File: src/rtl/mem_stage.sv
// mem_stage: memory-access pipeline stage between the EX/MEM and MEM/WB registers.
// Latency: non-memory ops pass in 1 cycle; loads/stores add one cycle per SRAM handshake wait.
// Backpressure: mem_allowin drops until the SRAM access completes and writeback can accept.
// Optional feature: define MEM_ALE_CHECK_EN to flag misaligned half/word accesses.
module mem_stage #(
  parameter logic [31:0] WB_RESET_PC = 32'h1bfffffc
) (
  input  logic        clk,
  input  logic        rst,
  // EX/MEM pipeline register
  input  logic        mem_valid,
  output logic        mem_allowin,
  input  logic        mem_ref_we,
  input  logic        mem_dram_re,
  input  logic        mem_dram_we,
  input  logic        mem_res_from_dram,
  input  logic [4:0]  mem_rd,
  input  logic [31:0] mem_alu_result,
  input  logic [31:0] mem_dram_waddr,
  input  logic [31:0] mem_dram_wdata,
  input  logic [31:0] mem_pc,
  input  logic [1:0]  mem_rdram_num,
  input  logic [1:0]  mem_wdram_num,
  input  logic        mem_rdram_need_signed_extend,
  input  logic        mem_rdram_need_zero_extend,
  // data SRAM
  output logic        data_sram_req,
  output logic        data_sram_wr,
  output logic [31:0] data_sram_addr,
  output logic [31:0] data_sram_wdata,
  output logic [3:0]  data_sram_wstrb,
  input  logic        data_sram_addr_ok,
  input  logic        data_sram_data_ok,
  input  logic [31:0] data_sram_rdata,
  // MEM/WB pipeline register
  input  logic        wb_allowin,
  output logic        wb_valid,
  output logic [31:0] wb_pc,
  output logic        wb_rf_we,
  output logic [4:0]  wb_rd,
  output logic [31:0] wb_rf_wdata,
  output logic        wb_ale,
  // forwarding to decode
  output logic [4:0]  fwd_rd,
  output logic        fwd_data_ok,
  output logic [31:0] fwd_data
);

  typedef enum logic [1:0] {
    S_IDLE = 2'd0,
    S_REQ  = 2'd1,
    S_WAIT = 2'd2,
    S_DONE = 2'd3
  } state_e;

  state_e      state_q;
  logic [31:0] ld_buf_q;

  logic        wb_valid_q;
  logic [31:0] wb_pc_q;
  logic        wb_rf_we_q;
  logic [4:0]  wb_rd_q;
  logic [31:0] wb_rf_wdata_q;

  logic        memop;
  logic        ale;
  logic        req_en;
  logic        data_done;
  logic        ms_ready_go;
  logic [1:0]  ld_a;
  logic [1:0]  st_a;
  logic [31:0] ld_raw;
  logic [7:0]  ld_byte;
  logic [15:0] ld_half;
  logic [31:0] ld_aligned;
  logic [31:0] res_data;
  logic        rf_we_eff;

  // Zero-extension is the fallback whenever signed extension is not requested,
  // so the explicit zero-extend flag carries no extra information.
  logic        unused_zero_ext;
  assign unused_zero_ext = mem_rdram_need_zero_extend;

  assign memop = mem_valid & (mem_dram_re | mem_dram_we);
  assign ld_a  = mem_alu_result[1:0];
  assign st_a  = mem_dram_waddr[1:0];

`ifdef MEM_ALE_CHECK_EN
  logic [1:0] acc_num;
  logic [1:0] acc_a;
  assign acc_num = mem_dram_we ? mem_wdram_num : mem_rdram_num;
  assign acc_a   = mem_dram_we ? st_a : ld_a;
  // Half needs 2-byte alignment, word (10 or 11) needs 4-byte alignment.
  assign ale = memop & (((acc_num == 2'b01) & acc_a[0]) |
                        (acc_num[1] & (acc_a != 2'b00)));
`else
  assign ale = 1'b0;
`endif

  assign req_en    = memop & ~ale;
  assign data_done = (state_q == S_WAIT) & data_sram_data_ok;

  // Single-cycle handshake FSM; data_ok is only honoured in WAIT, which makes a
  // late response after reset or a stray pulse while idle harmless.
  always_ff @(posedge clk or negedge rst) begin
    if (!rst) begin
      state_q  <= S_IDLE;
      ld_buf_q <= '0;
    end else begin
      unique case (state_q)
        S_IDLE: begin
          if (req_en) begin
            state_q <= data_sram_addr_ok ? S_WAIT : S_REQ;
          end
        end
        S_REQ: begin
          if (data_sram_addr_ok) begin
            state_q <= S_WAIT;
          end
        end
        S_WAIT: begin
          if (data_sram_data_ok) begin
            ld_buf_q <= data_sram_rdata;
            state_q  <= wb_allowin ? S_IDLE : S_DONE;
          end
        end
        S_DONE: begin
          if (wb_allowin) begin
            state_q <= S_IDLE;
          end
        end
        default: state_q <= S_IDLE;
      endcase
    end
  end

  // Request is gated by reset so it drops the moment reset is asserted even
  // while the upstream register still presents a memory op.
  assign data_sram_req = rst & (((state_q == S_IDLE) & req_en) | (state_q == S_REQ));
  assign data_sram_wr  = mem_dram_we;
  assign data_sram_addr = mem_dram_we ? mem_dram_waddr : mem_alu_result;

  // Store byte-lane strobe and lane-replicated write data
  always_comb begin
    data_sram_wstrb = 4'b0000;
    data_sram_wdata = mem_dram_wdata;
    if (mem_dram_we) begin
      unique case (mem_wdram_num)
        2'b00: begin
          data_sram_wstrb = 4'b0001 << st_a;
          data_sram_wdata = {4{mem_dram_wdata[7:0]}};
        end
        2'b01: begin
          data_sram_wstrb = 4'b0011 << {st_a[1], 1'b0};
          data_sram_wdata = {2{mem_dram_wdata[15:0]}};
        end
        default: begin
          data_sram_wstrb = 4'hf;
          data_sram_wdata = mem_dram_wdata;
        end
      endcase
    end
  end

  // Load data comes straight from the SRAM on the data_ok cycle and from the
  // buffer once parked in DONE.
  assign ld_raw = (state_q == S_DONE) ? ld_buf_q : data_sram_rdata;

  // Lane selection for sub-word loads
  always_comb begin
    ld_byte = ld_raw[7:0];
    unique case (ld_a)
      2'b00:   ld_byte = ld_raw[7:0];
      2'b01:   ld_byte = ld_raw[15:8];
      2'b10:   ld_byte = ld_raw[23:16];
      default: ld_byte = ld_raw[31:24];
    endcase
    ld_half = ld_a[1] ? ld_raw[31:16] : ld_raw[15:0];
  end

  // Sign or zero extension; signed wins when both flags are set
  always_comb begin
    ld_aligned = ld_raw;
    unique case (mem_rdram_num)
      2'b00:   ld_aligned = {{24{mem_rdram_need_signed_extend & ld_byte[7]}}, ld_byte};
      2'b01:   ld_aligned = {{16{mem_rdram_need_signed_extend & ld_half[15]}}, ld_half};
      default: ld_aligned = ld_raw;
    endcase
  end

  assign res_data    = mem_res_from_dram ? ld_aligned : mem_alu_result;
  assign rf_we_eff   = mem_ref_we & (mem_rd != 5'd0) & ~ale;

  assign ms_ready_go = ~memop | ale | data_done | (state_q == S_DONE);
  assign mem_allowin = ~mem_valid | (ms_ready_go & wb_allowin);

  assign fwd_rd      = (mem_valid & mem_ref_we) ? mem_rd : 5'd0;
  assign fwd_data_ok = ~mem_res_from_dram | data_done | (state_q == S_DONE);
  assign fwd_data    = res_data;

  // MEM/WB register: advances whenever writeback accepts, holds otherwise
  always_ff @(posedge clk or negedge rst) begin
    if (!rst) begin
      wb_valid_q    <= 1'b0;
      wb_pc_q       <= WB_RESET_PC;
      wb_rf_we_q    <= 1'b0;
      wb_rd_q       <= 5'd0;
      wb_rf_wdata_q <= '0;
    end else if (wb_allowin) begin
      wb_valid_q    <= mem_valid & ms_ready_go;
      wb_pc_q       <= mem_pc;
      wb_rf_we_q    <= rf_we_eff;
      wb_rd_q       <= mem_rd;
      wb_rf_wdata_q <= res_data;
    end
  end

`ifdef MEM_ALE_CHECK_EN
  logic wb_ale_q;
  // Misalignment flag travels alongside the payload
  always_ff @(posedge clk or negedge rst) begin
    if (!rst) begin
      wb_ale_q <= 1'b0;
    end else if (wb_allowin) begin
      wb_ale_q <= ale;
    end
  end
  assign wb_ale = wb_ale_q;
`else
  assign wb_ale = 1'b0;
`endif

  assign wb_valid    = wb_valid_q;
  assign wb_pc       = wb_pc_q;
  assign wb_rf_we    = wb_rf_we_q;
  assign wb_rd       = wb_rd_q;
  assign wb_rf_wdata = wb_rf_wdata_q;

endmodule

File: config.mk
export PLATFORM = sky130hd
export DESIGN_NAME = mem_stage
export DESIGN_NICKNAME = d
export VERILOG_FILES = /design/src/rtl/mem_stage.sv
export SDC_FILE = /design/constraint.sdc
export NUM_CORES = 1
export LEC_CHECK = 0
export BUFFER_PORTS_ARGS = -buffer_cell sky130_fd_sc_hd__buf_2
export CORE_AREA = 4 4 140 142
export CTS_BUF_LIST = sky130_fd_sc_hd__clkbuf_16
export CTS_CLUSTER_DIAMETER = 50
export DETAILED_ROUTE_END_ITERATION = 10
export DIE_AREA = 0 0 144 146
export GPL_ROUTABILITY_DRIVEN = 0
export PLACE_DENSITY = 0.68
export SLEW_MARGIN = 20
export SYNTH_ARGS = -nofsm -noshare
export SYNTH_HDL_FRONTEND = slang
export SYNTH_SLANG_ARGS = --single-unit
File: constraint.sdc
create_clock -name clk -period 2.4 [get_ports clk]
set_clock_uncertainty 0.1 [all_clocks]
set_input_delay 0.12 -clock clk [delete_from_list [all_inputs] [get_ports clk]]
set_output_delay 0.12 -clock clk [all_outputs]
set_load 0.01 [all_outputs]
== After elaboration in Yosys (flattened, before gate mapping) ==
Cells that the tools add are included.
Storage, ports and cells
  bits in registers: 105
  input port bits: 181
  output and inout bits: 181
  logic and storage cells: 65
Operators by class
  equal/unequal tests: 11
  shifts and indexed selects: 2
  mux-type cells: 18
  bitwise gates (word level): 20
  reduce and logical (&&, ||, !) cells: 7
Operators by type and width (number)
  $mux W32: 4
  $pmux W32 S2: 2
  $pmux W8 S3: 1
  $mux W16: 1
  $mux W2: 6
  $and A1 B1 Y1: 10
  $eq A2 B1 Y1 const B: 4
  $logic_not A2 Y1: 4
  $ne A2 B2 Y1 const B: 4
  $pmux W2 S4: 1
  $pmux W4 S2: 1
  $or A1 B1 Y1: 7
  $eq A2 B2 Y1 const B: 3
  $mux W5: 1
  $reduce_bool A5 Y1: 1
  $mux W4: 1
  $reduce_and A4 Y1: 1
  $shl A1 B2 Y4 const A: 1
  $shl A2 B2 Y4 const A: 1
  $not A1 Y1: 3
  $reduce_and A2 Y1: 1

== Longest topological paths before layout ==
Gate-level depths: netlist of run 1.
  word-level depth: 7
  mapped depth: 8
  depth with buffers taken out: 5

== Worst setup path after synthesis of run 1 ==
No wires, ideal clock.
  path type: register to register
  start point: reg state_q[1]
  end point: reg wb_rf_wdata_q[24] (netlist: wb_rf_wdata[24])
  setup time: 0.148 ns
  arrival time: 1.742 ns
  required time: 2.152 ns
  slack: 0.409 ns
  stages on the path, launching flop included: 8
  buffers on the path: 2
  period minus slack after synthesis: 1.991 ns
  cells stage by stage: dfrtp_1 buf_6 and3_1 o41ai_2 a31oi_4 nor3b_4 buf_6 a221oi_2
On the way
  word-level cells in the longest chain between the ends: 6
  elaborated cells between the ends (all ways): 8
  classes of those cells: 1 x eq/ne; 5 x mux; 2 x bitwise
RTL lines
  start: declaration: line 56  | state_e state_q;
  start signal: assignment: line 113  | state_q <= data_sram_addr_ok ? S_WAIT : S_REQ;
  start signal: assignment: line 124  | state_q <= wb_allowin ? S_IDLE : S_DONE;
  $eq A2 B2 Y1 *: line 167  | assign ld_raw = (state_q == S_DONE) ? ld_buf_q : data_sram_rdata;
  $mux W32 *: line 167
  $pmux W8 S3 or $mux W16 (tied branches): line 172, 178
  $and A1 B1 Y1, on equally long branches: line 185, 186
  $pmux W32 S2 *: line 184  | unique case (mem_rdram_num)
  $mux W32 *: line 191  | assign res_data = mem_res_from_dram ? ld_aligned : mem_alu_result;
  end signal: assignment: line 214  | wb_rf_wdata_q <= res_data;
  end: declaration: line 63  | logic [31:0] wb_rf_wdata_q;
Every way passes the cells marked *; elsewhere a longest branch is shown, timed or not.
A chain may end at the register's enable or synchronous reset.

== Worst setup path in the final report of run 1 ==
  start point: reg state_q[0]
  end point: out fwd_data[10]
On the way
  word-level cells in the longest chain between the ends: 6
  elaborated cells between the ends (all ways): 7
  classes of those cells: 1 x eq/ne; 5 x mux; 1 x bitwise
RTL lines
  $eq A2 B2 Y1 *: line 167
  $mux W32 *: line 167
  $pmux W8 S3: line 172  | unique case (ld_a)
  $and A1 B1 Y1: line 185  | 2'b00: ld_aligned = {{24{mem_rdram_need_signed_extend & ld_byte[7]}}, ld_byte};
  $pmux W32 S2 *: line 184
  $mux W32 *: line 191
  end: declaration: line 46  | output logic [31:0] fwd_data
Marked as above.

==> run_results.csv, run 1 <==
group,metric,value,unit
placed_design,dp_hpwl,18.1,mm
worst_hold_path,hold_path_class,"input pin to register",
worst_setup_path,r2r-start,"state_q[1]",
worst_setup_path,start_kind,"register",
pwr,p_leak,4.79,nW
worst_setup_path,r2r_cells,9,
worst_setup_path,path_max_fanout,7,
clocking,cts_buffers,9,
synthesis,avgSynthCellArea,10.6,sq um
worst_setup_path,path_cells,"buf_6, nand2_8, buf_12, mux4_2, a211o_1, a31o_1, buf_2",
worst_setup_path,crit_cells,7,
worst_setup_path,crit_type,"register to primary output",
worst_setup_path,crit_slowest_cell,"mux4_2",
cells_and_area,syn_to_final_growth,53.0,%
sta,drv_slew,0,
worst_setup_path,max_stage_delay,0.52,ns
sta,setup_viol,22,
worst_setup_path,path_buf_inv,3,
synthesis,ys_ff_latch,105,
floorplan,die_w,144,um
pwr,power_density,735,mW/mm^2
synthesis,netlist_area,0.00656,sq mm
cells_and_area,fin_area,0.0100,sq mm
floorplan,rows,50,
flow_run,maxCapViolCount,0,
placed_design,portBuffers,359,
detailed_routing,drt_drc_violations_left,0,
clocking,cts_tree,"yes",
global_route,overflow,0,
synthesis,synth.distinct_cells,55,
worst_setup_path,worstPathArrival,2.39,ns
detailed_routing,firstDrtPassIters,4,
status,violations,"setup timing",
sta,worst_slew_pin_slew,0.702,ns
synthesis,ys.flop_type,"dfrtp_1",
floorplan,initial_core_util,35.6,%
pwr,p_switching,2.49,mW
global_route,grt_max_degree,77,
synthesis,syn-num-nets,798,
floorplan,chipHeight,146,um
global_route,track_usage,22.0,%
global_route,antenna_found_initial,5,
pwr,totalPowerFinal,7.38,mW
clocking,clock_sinks,105,
worst_setup_path,rr_endpoint,"wb_rf_wdata[19]",
pwr,combPwrFrac,42.5,%
floorplan,io_pins,362,
pwr,p_seq_share,34.3,%
sta,fin_ws,-0.211,ns
sta,rsz0062_at_grt,"yes",
worst_setup_path,cp-end-kind,"primary output",
synthesis,ys_seq_area_share,40.5,%
synthesis,synth-edff-count,0,
detailed_routing,viasPerCell,5.15,
cells_and_area,drive_above_1_share,59.5,%
pwr,ir_worst_vdd,0.341,mV
worst_setup_path,rrSetupSlack,0.13,ns
global_route,grt_pass1_wl,36.5,mm
placed_design,placed_cell_area,0.00858,sq mm
synthesis,synth_top_area_cell,"dfrtp_1",
worst_setup_path,cp.required,2.18,ns
sta,period_share,109,%
sta,hold_slack,0.0125,ns
floorplan,fp.dieArea,0.0210,sq mm
synthesis,yosys_warnings,0,
synthesis,async_flop_share,100,%
pwr,switching_share,33.7,%
synthesis,synth_cells,617,
sta,timing.fmax,383,MHz
status,status,"finished, violations left",
detailed_routing,ant_nets,0,
detailed_routing,drt-total-wl,24.4,mm
pwr,p_int,4.89,mW
clocking,cts_root_buffer,"clkbuf_16",
clocking,clk_latency,0.35,ns
worst_setup_path,crit_start,"state_q[0]",
synthesis,yosys-top-cells-area,"dfrtp_1 30%, mux2_2 23%, dfstp_2 10%, nand2_1 3.1%, nor2_1 3.0%",
detailed_routing,wl_per_cell,18.8,um
sta,hold_viol_final,0,
sta,min_period,2.61,ns
worst_setup_path,cpLargestDelayFamily,"compound AO/OA/AOI/OAI gates",
worst_setup_path,crit_end,"fwd_data[10]",
sta,slew_headroom,53.0,%
global_route,grt_pass1_vias,6873,
placed_design,place_ws,0.0957,ns
detailed_routing,num_vias,6684,
cells_and_area,final_util,54.4,%
clocking,htreeDepth,3,
floorplan,core-area,0.0185,sq mm
cells_and_area,nets,1236,
clocking,path_clk_slew,0.07,ns
clocking,cts_max_path_buffers,2,
detailed_routing,drt_iter0_drc,296,
pwr,clock_power_share,23.2,%
synthesis,yosysTopAreaCellShare,30.1,%
[cell usage in the layout, fill, tap and decap left out, types with 19 or more instances in the layout]
| cell | count |
|---|---|
| dlygate4sd3_1 | 79 |
| dfrtp_1 | 77 |
| nand2_1 | 55 |
| mux2_2 | 130 |
| a21oi_1 | 19 |
| buf_2 | 356 |
| dfstp_2 | 26 |
| nand3_1 | 28 |
| nor2_1 | 51 |
| buf_4 | 36 |
| o21ai_0 | 20 |
[timing repair]
item,4_1_cts,5_1_grt
pin swaps,5,18
buffers inserted,2,22
endpoints found under the setup margin,32,32
endpoints found under the hold margin,107,0
hold buffers,79,0
gates cloned,1,0
gates resized for setup,5,25
[worst min-delay path by stage]
stage	slack (ns)	cells past startpoint	end	from
after floorplan	-0.28	0	ld_buf_q[0]	rst
after global placement	-0.006	1	wb_rf_wdata[6]	rst
after detailed placement	-0.00007	1	wb_rf_wdata[6]	rst
after CTS	0.002	3	wb_rf_wdata[15]	mem_alu_result[15]
after global routing	0.05	3	wb_rf_wdata[0]	mem_alu_result[0]
final	0.01	3	wb_rf_wdata[15]	mem_alu_result[15]
[cell families after synthesis]
| logic type | count (synthesis) | share of synthesized area, % |
|---|---|---|
| buffers and inverters | 65 | 4.90 |
| DFF | 105 | 40.5 |
| AOI/OAI and AO/OA | 121 | 15.2 |
| and+or+nand+nor | 174 | 12.6 |
| muxes | 151 | 26.7 |
| other | 1 | 0.0572 |
[synthesized netlist by cell type, types with 2 or more instances]
library cell,count
o21a_1,2
a31o_1,7
buf_4,13
a21boi_1,3
dfrtp_1,79
a31oi_1,7
nor2_1,52
nor2b_1,12
o22a_1,7
a221oi_2,10
nand2_1,55
and2_1,2
a211o_1,7
mux2i_1,11
buf_2,5
inv_1,7
buf_1,6
dfstp_2,26
mux4_2,6
o211ai_1,2
and3_1,10
a211oi_1,2
o211ai_2,7
o22ai_1,3
mux2_2,134
nor3b_1,2
a31o_2,7
nand2b_1,4
clkbuf_1,30
o21ai_0,20
nand3_1,28
nand3b_1,2
a221oi_1,6
a21oi_1,20
buf_6,3
[worst register-to-register path, cell delays in order, from the launching register on]
cell and delay (ns):
dfrtp_2 0.44, buf_2 0.21, and3_1 0.21, o211ai_2 0.12
a31oi_4 0.31, buf_6 0.17, buf_4 0.12, nor3b_4 0.04
buf_12 0.15, a221oi_1 0.31
[power by group through the flow]
stage                     Clock, mW  Combinational, mW  Sequential (mW)
after detailed placement          0               2.63             2.56
after global routing           1.81               3.38             2.58
after CTS                      1.75               2.80             2.54
final                          1.71               3.13             2.53
after global placement            0               2.59             2.54
after floorplan                   0               1.68             2.55
[flip-flops by register name (all words and copies together) (netlist names)]
register / flops
ld_buf_q: 32
wb_pc: 32
wb_rf_wdata: 32
wb_rd: 5
state_q: 2
wb_rf_we: 1
wb_valid: 1
[per-stage QoR]
| step | TNS (ns) | cells |
|---|---|---|
| floorplan | 0 | 617 |
| global placement | 0 | 1175 |
| detailed placement | 0 | 1175 |
| CTS | -3.38 | 1273 |
| global route | -4.95 | 1298 |
| finish | -2.36 | 1298 |
[per-layer routing]
layer,up-vias,track usage (%),share of wire (%)
met2,287,40.1,52
met5,-,0,0.049
met4,2,7.67,2.9
met1,3210,25.6,39
met3,51,4.04,6.1
li1,3134,-,-
[layout make-up]
cell class / count / area [sq um]
timing repair buffer: 483 / 3030
clock buffer: 9 / 225
multi-input combinational: 448 / 3670
sequential: 105 / 2660
tap: 234 / 293
clock inverter: 7 / 118
inverter: 8 / 30.0
fill: 1612 / 8410
antenna: 4 / 10.0
Note: power is estimated with default switching activity, not from simulation.
==> inputs of run 2 (changes only) <==
==> constraint.sdc (replaced) <==
create_clock -name clk -period 2.4 [get_ports clk]
set_clock_uncertainty 0.1 [all_clocks]
set_input_delay 0.12 -clock clk [delete_from_list [all_inputs] [get_ports clk]]
set_output_delay 0.12 -clock clk [all_outputs]
set_load 0.05 [all_outputs]
==> run_results.csv, run 2 (synthesis results as in run 1) <==
group,metric,value,unit
floorplan,io_pins,362,
sta,min_period,2.58,ns
clocking,cts_root_buffer,"clkbuf_16",
sta,slew_headroom,54.8,%
pwr,totalPowerFinal,8.49,mW
pwr,ir_worst_vdd,0.447,mV
sta,rsz0062_at_grt,"yes",
sta,fin_ws,-0.176,ns
global_route,use_met3,3.94,%
worst_setup_path,worstPathArrival,2.36,ns
detailed_routing,drt_drc_violations_left,0,
clocking,path_clk_slew,0.07,ns
detailed_routing,drt-total-wl,25.0,mm
floorplan,initial_core_util,35.6,%
detailed_routing,wl_per_cell,19.0,um
cells_and_area,mostFrequentLayoutCells,"324 x buf_2, 133 x mux2_2, 79 x dlygate4sd3_1, 77 x dfrtp_1, 55 x nand2_1",
detailed_routing,ant_nets,0,
cells_and_area,fillers,1522,
placed_design,place_inst,1190,
placed_design,portBuffers,359,
global_route,grt_use_met2,41.4,%
clocking,cts_tree,"yes",
sta,worst_slew_pin_slew,0.671,ns
worst_setup_path,cp.required,2.18,ns
clocking,cts_max_path_buffers,2,
sta,drv_slew,0,
detailed_routing,num_vias,6878,
clocking,clk_latency,0.36,ns
cells_and_area,nets,1254,
global_route,grt_pass1_vias,7007,
pwr,power_density,806,mW/mm^2
worst_setup_path,crit_type,"register to primary output",
sta,hold_viol_final,0,
global_route,overflow,0,
worst_setup_path,start_kind,"register",
cells_and_area,drive_above_1_share,62.5,%
clocking,clock_sinks,105,
floorplan,die_w,144,um
flow_run,maxCapViolCount,0,
detailed_routing,firstDrtPassIters,5,
worst_setup_path,cp-end-kind,"primary output",
detailed_routing,drt_iter0_drc,381,
status,status,"finished, violations left",
cells_and_area,instances_no_fill,1316,
global_route,grt_max_degree,106,
floorplan,core-area,0.0185,sq mm
sta,timing.fmax,388,MHz
global_route,grt-busiest-layer,"met2",
worst_hold_path,hold_path_class,"input pin to register",
floorplan,chipHeight,146,um
global_route,met1_usage,25.6,%
detailed_routing,viasPerCell,5.23,
sta,period_share,107,%
status,violations,"setup timing",
cells_and_area,final_common_cell,"buf_2",
pwr,p_leak,4.95,nW
global_route,grt_pass1_wl,37.3,mm
sta,hold_slack,0.0245,ns
floorplan,fp.dieArea,0.0210,sq mm
sta,setup_viol,30,
global_route,track_usage,22.5,%
worst_setup_path,path_max_fanout,6,
clocking,cts_buffers,9,
placed_design,place_ws,-0.134,ns
clocking,htreeDepth,3,
global_route,antenna_found_initial,4,
cells_and_area,syn_to_final_growth,60.5,%
placed_design,dp_hpwl,18.2,mm
floorplan,rows,50,
[run 2: cell count changes in the layout (fill, tap and decap cells not counted), sizes merged]
cell	before	now
inv	9	11
buf	404	421
bufinv	3	0
nand2	57	58
clkinv	1	3
clkinvlp	2	1
[run 2: final timing paths]
kind                                   end  depth (start not counted)               start  slack (ns)
max                            fwd_data[3]                          7          state_q[1]       -0.18
min                        wb_rf_wdata[15]                          3  mem_alu_result[15]        0.02
max reg2reg                wb_rf_wdata[20]                         10          state_q[1]        0.16
min reg2reg                    ld_buf_q[6]                          1         ld_buf_q[6]        0.41
max in group asynchronous       state_q[0]                          3                 rst        1.42
min in group asynchronous         wb_pc[1]                          3                 rst        0.34
[run 2: power by group]
group          switching [mW]  internal, mW
Clock                   0.686         0.705
Sequential              0.281          2.25
Combinational            2.72          1.84
Total                    3.69          4.80
[run 2: per-stage QoR]
stage | area [sq um] | TNS [ns] | util [%]
2_1_floorplan | 6560 | -0.892 | -
3_3_place_gp | 8710 | -0.833 | 47.2
3_5_place_dp | 8710 | -1.90 | 47.2
4_1_cts | 10300 | -1.77 | 55.7
5_1_grt | 10500 | -4.82 | 57.0
6_report | 10500 | -2.58 | 57.0
[run 2: layer usage]
layer | vias up | part of all wire [%]
met3 | 48 | 6.2
met1 | 3347 | 38
met4 | 0 | 2.8
li1 | 3170 | -
met5 | - | 0
met2 | 313 | 53
[run 2: what timing repair did]
| action | in CTS | in global routing |
|---|---|---|
| endpoints found under the hold margin | 157 | 0 |
| gates cloned | 2 | 0 |
| setup buffers | 18 | 9 |
| resized for setup | 96 | 35 |
| hold buffers | 79 | 0 |
| setup endpoints to repair | 48 | 32 |
| pin swaps | 33 | 23 |
[run 2: layout make-up]
type	instances	area, sq um	share of cell area (%)
inverters	8	30.0	0.285
flip-flops and latches	105	2660	25.3
diodes	4	10.0	0.0951
multi-input cells	449	3890	36.9
clock inverters	7	46.3	0.440
well taps	234	293	2.78
clock buffers	9	225	2.14
repair buffers	500	3370	32.1
[run 2: worst max-delay path, stage by stage, from the launching register on]
cell,delay [ns]
dfrtp_2,0.46
buf_12,0.16
nand2_8,0.09
mux4_2,0.55
o22a_1,0.24
o211ai_2,0.24
nand2_1,0.10
buf_6,0.16
